`src/rtl/mc_defs.sv`:
```
// Shared encodings for the MIPS-lite multi-cycle controller: opcodes, functs, states,
// writeback/ALU/next-PC select codes and the one-hot instruction class.
package mc_defs;

   localparam logic [5:0] OP_RTYPE = 6'b000000;
   localparam logic [5:0] OP_ORI   = 6'b001101;
   localparam logic [5:0] OP_LW    = 6'b100011;
   localparam logic [5:0] OP_SW    = 6'b101011;
   localparam logic [5:0] OP_BEQ   = 6'b000100;
   localparam logic [5:0] OP_LUI   = 6'b001111;
   localparam logic [5:0] OP_J     = 6'b000010;
   localparam logic [5:0] OP_JAL   = 6'b000011;

   localparam logic [5:0] FN_ADDU  = 6'b100001;
   localparam logic [5:0] FN_SUBU  = 6'b100011;
   localparam logic [5:0] FN_JR    = 6'b001000;

   typedef enum logic [3:0] {
      S_FETCH    = 4'd0,
      S_DECODE   = 4'd1,
      S_EXEC     = 4'd2,
      S_ALU_WB   = 4'd3,
      S_MEM_ADDR = 4'd4,
      S_MEM_RD   = 4'd5,
      S_MEM_WB   = 4'd6,
      S_MEM_WR   = 4'd7,
      S_BRANCH   = 4'd8
   } state_e;

   localparam logic [1:0] DST_RT  = 2'b00;
   localparam logic [1:0] DST_RD  = 2'b01;
   localparam logic [1:0] DST_RA  = 2'b10;

   localparam logic [1:0] WD_ALU  = 2'b00;
   localparam logic [1:0] WD_MEM  = 2'b01;
   localparam logic [1:0] WD_PC   = 2'b10;

   localparam logic [1:0] NPC_PC4 = 2'b00;
   localparam logic [1:0] NPC_BR  = 2'b01;
   localparam logic [1:0] NPC_J   = 2'b10;
   localparam logic [1:0] NPC_JR  = 2'b11;

   localparam logic [1:0] ALU_ADD = 2'b00;
   localparam logic [1:0] ALU_SUB = 2'b01;
   localparam logic [1:0] ALU_OR  = 2'b10;
   localparam logic [1:0] ALU_LUI = 2'b11;

   typedef struct packed {
      logic rtype_alu;
      logic ori;
      logic lui;
      logic lw;
      logic sw;
      logic beq;
      logic j;
      logic jal;
      logic jr;
      logic illegal;
   } iclass_t;

   // ALU operation for the EXEC/ALU_WB classes; R-type splits on funct.
   function automatic logic [1:0] alu_op_of(input iclass_t cls, input logic [5:0] funct);
      logic [1:0] op;
      op = ALU_ADD;
      if (cls.ori)
         op = ALU_OR;
      else if (cls.lui)
         op = ALU_LUI;
      else if (cls.rtype_alu && funct == FN_SUBU)
         op = ALU_SUB;
      return op;
   endfunction

endpackage

```
`src/rtl/mc_decode.sv`:
```
// Combinational opcode/funct decoder producing a one-hot instruction class.
module mc_decode
   import mc_defs::*;
(
   input  logic [5:0] opcode,
   input  logic [5:0] funct,
   output iclass_t    cls
);

   always_comb begin
      cls = '0;
      case (opcode)
         OP_RTYPE: begin
            case (funct)
               FN_ADDU, FN_SUBU: cls.rtype_alu = 1'b1;
               FN_JR:            cls.jr        = 1'b1;
               default:          cls.illegal   = 1'b1;
            endcase
         end
         OP_ORI:  cls.ori     = 1'b1;
         OP_LUI:  cls.lui     = 1'b1;
         OP_LW:   cls.lw      = 1'b1;
         OP_SW:   cls.sw      = 1'b1;
         OP_BEQ:  cls.beq     = 1'b1;
         OP_J:    cls.j       = 1'b1;
         OP_JAL:  cls.jal     = 1'b1;
         default: cls.illegal = 1'b1;
      endcase
   end

endmodule

```
`src/rtl/mc_ctrl.sv`:
```
// Multi-cycle main controller: FETCH/DECODE/EXEC/MEM/WB sequencing with Moore-style
// per-state outputs qualified by instruction class, plus a retired-instruction counter.
module mc_ctrl
   import mc_defs::*;
#(
   parameter int CNT_W = 32
) (
   input  logic             clk,
   input  logic             reset,
   input  logic [5:0]       opcode,
   input  logic [5:0]       funct,
   input  logic             zero,
   output logic             pc_we,
   output logic             ir_we,
   output logic             reg_we,
   output logic             mem_we,
   output logic [1:0]       reg_dst_sel,
   output logic [1:0]       wd_sel,
   output logic             alu_src_sel,
   output logic             ext_op,
   output logic [1:0]       alu_op,
   output logic [1:0]       npc_sel,
   output logic             illegal,
   output logic [3:0]       state,
   output logic [CNT_W-1:0] instr_count
);

   iclass_t          cls;
   state_e           state_q, state_d;
   logic [CNT_W-1:0] cnt_q, cnt_d;
   logic             retire;
   logic             pc_we_c, ir_we_c, reg_we_c, mem_we_c, alu_src_c, ext_op_c, illegal_c;
   logic [1:0]       reg_dst_c, wd_sel_c, alu_op_c, npc_sel_c;

   mc_decode u_decode (
      .opcode (opcode),
      .funct  (funct),
      .cls    (cls)
   );

   always_ff @(posedge clk or negedge reset) begin
      if (!reset) begin
         state_q <= S_FETCH;
         cnt_q   <= '0;
      end else begin
         state_q <= state_d;
         cnt_q   <= cnt_d;
      end
   end

   always_comb begin
      state_d   = state_q;
      cnt_d     = cnt_q;
      retire    = 1'b0;
      pc_we_c   = 1'b0;
      ir_we_c   = 1'b0;
      reg_we_c  = 1'b0;
      mem_we_c  = 1'b0;
      alu_src_c = 1'b0;
      ext_op_c  = 1'b0;
      illegal_c = 1'b0;
      reg_dst_c = DST_RT;
      wd_sel_c  = WD_ALU;
      alu_op_c  = ALU_ADD;
      npc_sel_c = NPC_PC4;
      case (state_q)
         S_FETCH: begin
            ir_we_c = 1'b1;
            pc_we_c = 1'b1;
            state_d = S_DECODE;
         end
         S_DECODE: begin
            if (cls.j || cls.jal || cls.jr) begin
               pc_we_c   = 1'b1;
               npc_sel_c = cls.jr ? NPC_JR : NPC_J;
               retire    = 1'b1;
               state_d   = S_FETCH;
               // jal links through the writeback mux on the same edge the PC jumps
               if (cls.jal) begin
                  reg_we_c  = 1'b1;
                  reg_dst_c = DST_RA;
                  wd_sel_c  = WD_PC;
               end
            end else if (cls.beq) begin
               state_d = S_BRANCH;
            end else if (cls.rtype_alu || cls.ori || cls.lui) begin
               state_d = S_EXEC;
            end else if (cls.lw || cls.sw) begin
               state_d = S_MEM_ADDR;
            end else begin
               illegal_c = 1'b1;
               state_d   = S_FETCH;
            end
         end
         S_EXEC, S_ALU_WB: begin
            alu_op_c  = alu_op_of(cls, funct);
            alu_src_c = !cls.rtype_alu;
            if (state_q == S_EXEC) begin
               state_d = S_ALU_WB;
            end else begin
               reg_we_c  = 1'b1;
               reg_dst_c = cls.rtype_alu ? DST_RD : DST_RT;
               retire    = 1'b1;
               state_d   = S_FETCH;
            end
         end
         S_MEM_ADDR: begin
            alu_src_c = 1'b1;
            ext_op_c  = 1'b1;
            state_d   = cls.lw ? S_MEM_RD : S_MEM_WR;
         end
         S_MEM_WR: begin
            alu_src_c = 1'b1;
            ext_op_c  = 1'b1;
            mem_we_c  = 1'b1;
            retire    = 1'b1;
            state_d   = S_FETCH;
         end
         S_MEM_RD: begin
            state_d = S_MEM_WB;
         end
         S_MEM_WB: begin
            reg_we_c = 1'b1;
            wd_sel_c = WD_MEM;
            retire   = 1'b1;
            state_d  = S_FETCH;
         end
         S_BRANCH: begin
            alu_op_c = ALU_SUB;
            ext_op_c = 1'b1;
            if (zero) begin
               pc_we_c   = 1'b1;
               npc_sel_c = NPC_BR;
            end
            retire  = 1'b1;
            state_d = S_FETCH;
         end
         default: begin
            state_d = S_FETCH;
         end
      endcase
      if (retire)
         cnt_d = cnt_q + CNT_W'(1);
   end

   // While reset is low the FETCH state would otherwise drive ir_we/pc_we.
   assign pc_we       = reset & pc_we_c;
   assign ir_we       = reset & ir_we_c;
   assign reg_we      = reset & reg_we_c;
   assign mem_we      = reset & mem_we_c;
   assign alu_src_sel = reset & alu_src_c;
   assign ext_op      = reset & ext_op_c;
   assign illegal     = reset & illegal_c;
   assign reg_dst_sel = reset ? reg_dst_c : 2'b00;
   assign wd_sel      = reset ? wd_sel_c  : 2'b00;
   assign alu_op      = reset ? alu_op_c  : 2'b00;
   assign npc_sel     = reset ? npc_sel_c : 2'b00;
   assign state       = state_q;
   assign instr_count = cnt_q;

endmodule

```
`config.mk`:
```
export PLATFORM = sky130hd
export DESIGN_NAME = mc_ctrl
export DESIGN_NICKNAME = d
export VERILOG_FILES = /design/src/rtl/mc_defs.sv /design/src/rtl/mc_decode.sv /design/src/rtl/mc_ctrl.sv
export SDC_FILE = /design/constraint.sdc
export NUM_CORES = 1
export LEC_CHECK = 0
export ABC_AREA = 1
export CORE_UTILIZATION = 54
export CTS_CLUSTER_DIAMETER = 30
export DETAILED_ROUTE_END_ITERATION = 8
export PLACE_DENSITY_LB_ADDON = 0.1
export SYNTH_ARGS = -nofsm -noshare
export SYNTH_HDL_FRONTEND = slang
export SYNTH_SLANG_ARGS = --single-unit
```
`constraint.sdc`:
```
create_clock -name clk -period 5.4 [get_ports clk]
set_clock_uncertainty 0.2 [all_clocks]
set_input_delay 0.54 -clock clk [delete_from_list [all_inputs] [get_ports clk]]
set_output_delay 0.54 -clock clk [all_outputs]
set_load 0.01 [all_outputs]
```
**After elaboration in Yosys (flattened, before gate mapping)**

Index checks and enable logic that the tools add are counted.

- $add $sub $neg: 1
- Equality and inequality tests: 18
- Mux-type cells: 53
- Bitwise gates (word level): 7
- Reductions and logical operators: 14

Operators by type and width:

| kind | count |
|---|---|
| $add 32x1->32 const B | 1 |
| $mux 1 | 29 |
| $eq 6x6->1 const B | 4 |
| $mux 2 | 11 |
| $pmux 4 s5 | 1 |
| $eq 6x4->1 const B | 3 |
| $eq 4x3->1 const B | 4 |
| $pmux 2 s2 | 4 |
| $eq 6x2->1 const B | 2 |
| $pmux 1 s3 | 3 |
| $eq 4x2->1 const B | 2 |
| $mux 4 | 2 |
| $and 1x1->1 | 7 |
| $eq 6x3->1 const B | 1 |
| $logic_not 6->1 | 1 |
| $mux 3 | 2 |
| $reduce_or 2->1 | 3 |
| $reduce_or 3->1 | 2 |
| $logic_or 1x1->1 | 5 |
| $eq 4x1->1 const B | 1 |
| $eq 4x4->1 const B | 1 |
| $logic_not 4->1 | 1 |
| $pmux 1 s2 | 1 |
| $logic_and 1x1->1 | 1 |
| $logic_not 1->1 | 1 |

- Register bits: 36
- Input bits: 15
- Output and inout bits: 51

**Logic depth before layout (Yosys ltp)**

Gate-level depths: netlist of the first run.

- Depth in word-level cells: 11
- Gate-level depth with buffers: 11
- Gate-level depth less buffers: 10

**Cells and area by module**

From an unflattened synthesis of the first run, not the netlist that was laid out.

- Cells, all modules: 417
- Area, all modules: 2648.8 µm²

By module, submodules not included:

| module | times used | cells an instance | area each (µm²) |
|---|---|---|---|
| mc_ctrl | 1 | 375 | 2446.1 |
| mc_decode | 1 | 42 | 202.7 |

**Least setup slack after synthesis of the first run**

Ideal clock, no wire load.

- Path type: input to output
- Start point: input port funct[0]
- End point: output port npc_sel[1]
- Arrival time: 1.540 ns
- Required time: 4.660 ns
- Path slack: 3.120 ns
- Cell stages on the path: 7
- Path buffers: 1
- Cells stage by stage: or2_2 nor2_1 nand2_1 nand2_1 nand2_2 clkbuf_1 nor2_1

- Cells in the longest elaborated chain, start to end: 7

RTL lines:

| item | RTL line | text |
|---|---|---|
| from (decl) | mc_ctrl.sv:11 | `input logic [5:0] funct,` |
| $eq 6x4->1 | n/a |  |
| $mux 1 | mc_decode.sv:14 | `case (funct)` |
| $mux 1 | mc_decode.sv:12 | `case (opcode)` |
| $logic_or 1x1->1 | mc_ctrl.sv:73 | `if (cls.j \|\| cls.jal \|\| cls.jr) begin` |
| $mux 2 | mc_ctrl.sv:73 |  |
| $pmux 2 s2 | mc_ctrl.sv:66 | `case (state_q)` |
| $mux 2 | mc_ctrl.sv:157 | `assign npc_sel = reset ? npc_sel_c : 2'b00;` |
| to (decl) | mc_ctrl.sv:22 | `output logic [1:0] npc_sel,` |

No other way between the ends.

**Worst setup path in the final report of the first run**

- Start point: input port opcode[5]
- End point: output port pc_we

- Cells in the longest elaborated chain, start to end: 7
- Elaborated cells on any way between the ends: 11

RTL lines:

| item | RTL line | text |
|---|---|---|
| from (decl) | mc_ctrl.sv:10 | `input logic [5:0] opcode,` |
| $eq 6x2->1 | n/a |  |
| $mux 1 | mc_decode.sv:12 |  |
| $logic_or 1x1->1 | mc_ctrl.sv:73 |  |
| $logic_or 1x1->1 * | mc_ctrl.sv:73 |  |
| $mux 1 * | mc_ctrl.sv:73 |  |
| $pmux 1 s3 * | mc_ctrl.sv:66 |  |
| $and 1x1->1 * | mc_ctrl.sv:147 | `assign pc_we = reset & pc_we_c;` |
| to (decl) | mc_ctrl.sv:13 | `output logic pc_we,` |

Mark *: on every way between the ends. The rest lies on a longest branch, timed or not.

==> results of run 1 <==
logic make-up after synthesis:
family                     after synthesis  synth area share, %
and+or+nand+nor                        328                 52.6
DFF                                     36                 34.1
buffers and inverters                   33                 5.68
xor gates and xnor gates                15                 4.97
AOI/OAI and AO/OA                       10                 2.18
adders and majority gates                1                0.473
cells in the mapped netlist (2+ instances only):
cell	count	share of area, %
xor2_1	10	3.3
nor2_1	69	9.8
inv_2	2	0.28
a21oi_1	4	0.76
nand4_1	3	0.71
buf_2	3	0.57
nor3_2	2	0.76
buf_6	3	1.3
dfrtp_1	36	34
nand2_2	2	0.47
nand3_1	38	7.2
nand3b_1	15	4.3
o21ai_0	3	0.57
nor2_2	2	0.47
xnor2_1	5	1.7
nor3_1	6	1.1
nand2_1	187	27
clkbuf_1	3	0.43
inv_1	21	3.0
path summary, 6_finish.rpt:
kind | start | endpoint | slack (ps) | depth (start not counted)
max | opcode[5] | pc_we | 1780 | 9
min reg2reg | instr_count[31] | instr_count[31] | 360 | 2
min | reset | instr_count[16] | 110 | 2
max in group asynchronous | reset | instr_count[11] | 4530 | 2
max reg2reg | state[2] | instr_count[6] | 2800 | 7
min in group clk | instr_count[31] | instr_count[31] | 360 | 2
state kept, by name, indices dropped and copies added, names as in the netlist:
register and cells:
instr_count 32, state 4
report_power, final:
group / leakage (nW) / internal [mW] / switching, mW
clock: 0.0645 / 0.163 / 0.0989
combinational: 1.04 / 0.126 / 0.195
sequential: 0.496 / 0.293 / 0.0398
cell type report:
class	count	area, um2	share of cell area [%]
Clock inverter	1	30.0	0.869
Tap cell	67	83.8	2.43
Multi-Input combinational cell	354	1590	46.1
Sequential cell	36	901	26.1
Timing Repair Buffer	67	661	19.1
Clock buffer	7	96.3	2.79
Inverter	24	90.1	2.61
metrics by stage:
step                      area, um2  setup WS [ps]  power (mW)  hold slack (ps)
after floorplan                2650           3120       0.534             44.4
after global placement         3330           1850       0.650              333
after detailed placement       3330           1800       0.655              346
after CTS                      3460           1770       0.918              130
after global routing           3460           1470       0.963              157
final                          3460           1780       0.915              111
worst max-delay path, stage by stage:
cell             delay (ps)
clkdlybuf4s50_1         430
nor2_2                  180
nand2_1                 120
nor2_1                  130
nand2_1                 100
nand2_1                  80
nand2_2                 380
o21ai_0                 320
clkdlybuf4s50_1         570
routing by layer:
| layer | routed length, um | share of wire (%) |
|---|---|---|
| met1 | 3330 | 47 |
| met2 | 3350 | 47 |
| met3 | 372 | 5.2 |
| met4 | 97 | 1.4 |
| met5 | 0 | 0 |
==> metrics.md, run 1 <==
| Metric | Value |
|---|---|
| Critical path class | in -> out |
| GRT overflow | 0 |
| Most frequent cells in the layout | nand2_1, nor2_1, clkdlybuf4s50_1, nand3_1, dfrtp_1 |
| Setup violators final | 0 |
| Clk_lat worst skew | 290 ps |
| Utilization after layout | 73.2% |
| Area grow syn2layout | 30.7% |
| Dpl cells | 548 |
| Core Region | 4720 um2 |
| Outcome | finished, final reports clean |
| Iteration-0 DRC Markers | approximately 230 |
| CTS tree | yes |
| Total GRT Usage | 29.4% |
| Fin cells | 556 |
| Most common cell after layout, fill and taps aside | nand2_1 |
| Avg Vias per Cell | 5.31 |
| Setup bufs post-CTS | 0 |
| Least-Margin Pin Slew | 673 ps |
| RSZ-0062 raised after global routing | false |
| DR pass1 iterations | 4 |
| Post-synth EDFFs | 0 |
| Gr busiest metal | met2 |
| Synth unique cells | 28 |
| Resized cells post-CTS | 0 |
| DRT Wirelength | 7150 um |
| Die Span Y | about 72 um |
| Diode count | 0 |
| Post-route setup TNS | 0 ps |
| Syn Nets | 439 |
| # IOs | between 60 and 70 |
| CP arrival | 2880 ps |
| Pins Over Slew Limit | 0 |
| FP Rows | 25 |
| Starting Density | 56.0% |
| Detail Placement HPWL | about 5400 um |
| Antenna violation net count after detailed routing | 0 |
| Initial antenna violation count | 0 |
| Grt met1 use | around two fifths |
| CP Data Required Time | ~4700 ps |
| Largest net degree at the start of global routing | 41 |
| Pleak | about 1.6 nW |
| Syn avg cell area | about 6.3 um2 |
| Post-synthesis async set-or-reset flop share | 100% |
| Post-Syn Area | between 2000 and 3000 um2 |
| CP Launch Type | input port |
| Slew margin rel. | approximately 55% |
| Peak Freq | 276 MHz |
| Htree depth | 2 |
| Ratio of final minimum period to clock period | 67.0% |
| IO Port Bufs | 65 |
| Maxcap violations | 0 |
| Placer Congestion | 0.888 |
| Flops & latches, synth | 36 |
| Vias in the first global route | 2677 |
| Die Width | 72.0 um |
| Avg WL per Cell | 12.9 um |
| Filler cell count | 433 |
| Worst vdd ir | 0.000203 V |
| Share of cells above drive strength 1 | 4.29% |
| Grt met3 use | 5.28% |
| # DRC | 0 |
| Hold Crit Class | in -> async |
| Top FF cell, synth | dfrtp_1 |
| Yosys warns | 0 |
| Layout Nets | 504 |
| CTS clk-pin slew, worst paths | ~80 ps |
| CTS max path bufs | 2 |
| Worst Path Max Fanout | 35 |
| Die ar. | 5180 um2 |
| Total CTS buffers | 5 |
| CTS root buf | clkbuf_8 |
| Setup crit end kind | output pin |
| Met2 Resource Use GR | 49.4% |
| Hold Fails Final Rpt | 0 |
| Sequential share of the synthesized area | 34.1% |
| Power Density | 265 nW/um2 |
| Final min period | about 3600 ps |
| Post-CTS Hold Fix Bufs | 0 |
| Synth Instances | 423 |
| Routed via count | around 3000 |
| First-pass GRT wire length | 12000 um |
| Sink Count | 36 |
Note: power is estimated with default switching activity, not from simulation.
==> run 2, diff against run 1 <==
Settings changed: CORE_UTILIZATION 54 to 45.
Clock period 5.4 ns to 2.9 ns, I/O delays scaled along.
==> run 2 against run 1 <==
  * Sequential share of layout area fell by 0.066 points
  * Non-clock buffer count up 3
  * Utilization fell by 11 points
  * Routed wire length rose by 3.8%
  * Die area is 19% higher
  * Clock-buffer cell count decreased by 1
  * Combinational power is 93% higher
  * Sequential power rose by 87%
  * First-iteration DRC count is 31% lower
  * Via count down 2.6%
  * Critical path type unchanged
  * Critical endpoint is now illegal
==> metrics.md, run 2 (synthesis gave the netlist of run 1 again) <==
| Metric | Value |
|---|---|
| Total CTS buffers | 5 |
| Initial antenna violation count | 0 |
| CTS root buf | clkbuf_8 |
| Starting Density | 47.5% |
| Outcome | finished, final reports clean |
| GRT overflow | 0 |
| Die Span Y | 78.7 um |
| RSZ-0062 raised after global routing | false |
| Hold Crit Class | reg -> reg |
| Least-Margin Pin Slew | 510 ps |
| Detail Placement HPWL | roughly 5600 um |
| Crit-path slowest cell | clkdlybuf4s50_1 |
| DRT Wirelength | 7420 um |
| Area grow syn2layout | 31.0% |
| Family with the most delay on the worst path | buffers and inverters |
| Largest register FFs | 32 |
| Die Width | 78.7 um |
| Avg Vias per Cell | 5.10 |
| Worst setup path startpoint | reset |
| Setup bufs post-CTS | 0 |
| Layout Nets | slightly above 500 |
| Max incr delay on CP | 550 ps |
| Pins Over Slew Limit | 0 |
| Antenna violation net count after detailed routing | 0 |
| Most common cell after layout, fill and taps aside | nand2_1 |
| Worst vdd ir | 0.000342 V |
| FP Rows | 27 |
| Hold Fails Final Rpt | 0 |
| Setup violators final | 0 |
| Reg-to-reg critical path startpoint | state[3] |
| Total GRT Usage | 26.4% |
| Avg WL per Cell | 13.2 um |
| # DRC | 0 |
| # IOs | 66 |
| Vias in the first global route | 2765 |
| CTS clk-pin slew, worst paths | 80 ps |
| Largest net degree at the start of global routing | 41 |
| Diode count | 0 |
| CTS tree | yes |
| CP cell instances | buf_2 -> dlygate4sd3_1 -> buf_4 -> o2111ai_1 -> nor2_1 -> clkdlybuf4s50_1 |
| Power Density | around 470 nW/um2 |
| Final worst slack | 159 ps |
| First-pass GRT wire length | approximately 13000 um |
| Final min period | around 2700 ps |
| Sink Count | 36 |
| Number of buffer and inverter stages on the critical path | 4 |
| Core Region | roughly 5600 um2 |
| Share of cells above drive strength 1 | under 10% |
| Peak Freq | 365 MHz |
| Ratio of final minimum period to clock period | 94.5% |
| Critical path class | in -> out |
| Htree depth | 2 |
| CP Data Required Time | 2410 ps |
| Maxcap violations | 0 |
| Placer Congestion | 0.865 |
| Post-route setup TNS | 0 ps |
| Setup crit end kind | output pin |
| Routed via count | 2874 |
| Die ar. | about 6200 um2 |
| Pleak | 1.59 nW |
| Worst Path Max Fanout | 40 |
| Most frequent cells in the layout | nand2_1, nor2_1, clkdlybuf4s50_1, nand3_1, dfrtp_1 |
| Placement Setup Slack | 266 ps |
| Hold_sp | instr_count[31] |
| Iteration-0 DRC Markers | 158 |
| CTS max path bufs | 2 |
| DR pass1 iterations | 5 |
| Slew margin rel. | approximately 66% |
| CP Launch Type | input port |
| CP arrival | 2250 ps |
| IO Port Bufs | 65 |
| Clk_lat worst skew | 290 ps |
## run 2: changes by cell type in the layout (fill, tap and decap cells not counted)
cell / delta
buf_4: +2
dlygate4sd3_1: +1
clkbuf_8: -1
bufinv_16: -1
clkinvlp_4: +2
nor3_4: +1
nor3_2: -1
## run 2: layout make-up
type                       instances  area, um2
sequential                        36        901
fill                             556       2110
clock buffer                       6       82.6
clock inverter                     2       15.0
tap                               72       90.1
inverter                          24       90.1
multi-input combinational        354       1600
timing repair buffer              70        686
## run 2: what timing repair did
action,in CTS,in global routing
endpoints found under the setup margin,0,1
hold buffers,1,0
gates resized for setup,0,1
endpoints found under the hold margin,36,0
## run 2: path summary, 6_finish.rpt
| path | end | slack (ps) | cells past startpoint |
|---|---|---|---|
| setup / recovery | illegal | 160 | 6 |
| hold / removal | instr_count[31] | 360 | 2 |
| setup reg to reg | instr_count[28] | 770 | 9 |
| hold reg to reg | instr_count[31] | 360 | 2 |
| max in group asynchronous | state[3] | 1720 | 3 |
| min in group asynchronous | instr_count[1] | 420 | 3 |
## run 2: worst reg2reg max path, delay by kind of cell (launching register included)
kind / cells / cell delay, ps
buf+inv: 3 / 680
flops: 1 / 390
simple gates: 6 / 820
## run 2: power breakdown
part           total, mW  switching, mW  internal [mW]
clock              0.388          0.196          0.192
sequential         0.622         0.0776          0.545
combinational      0.620          0.372          0.248
total               1.63          0.645          0.986
## run 2: stage by stage
| step | cells | util (%) | area [um2] | hold slack [ps] | total power [mW] |
|---|---|---|---|---|---|
| 3_5_place_dp | 555 | 60.1 | 3350 | 216 | 1.24 |
| 5_1_grt | 564 | 62.2 | 3460 | 423 | 1.73 |
| 6_report | 564 | 62.2 | 3460 | 361 | 1.63 |
| 3_3_place_gp | 555 | 60.1 | 3350 | 210 | 1.24 |
| 2_1_floorplan | 423 | - | 2650 | -206 | 0.995 |
| 4_1_cts | 564 | 62.0 | 3460 | 372 | 1.64 |
## run 2: routing by layer
| layer | track usage [%] | wire [um] | vias up | part of all wire, % |
|---|---|---|---|---|
| li1 | - | - | 1474 | - |
| met1 | 35.4 | 3460 | 1290 | 47 |
| met2 | 42.7 | 3330 | 93 | 45 |
| met3 | 3.60 | 442 | 17 | 6.0 |
| met4 | 10.6 | 191 | 0 | 2.6 |
| met5 | 0 | 0 | - | 0 |
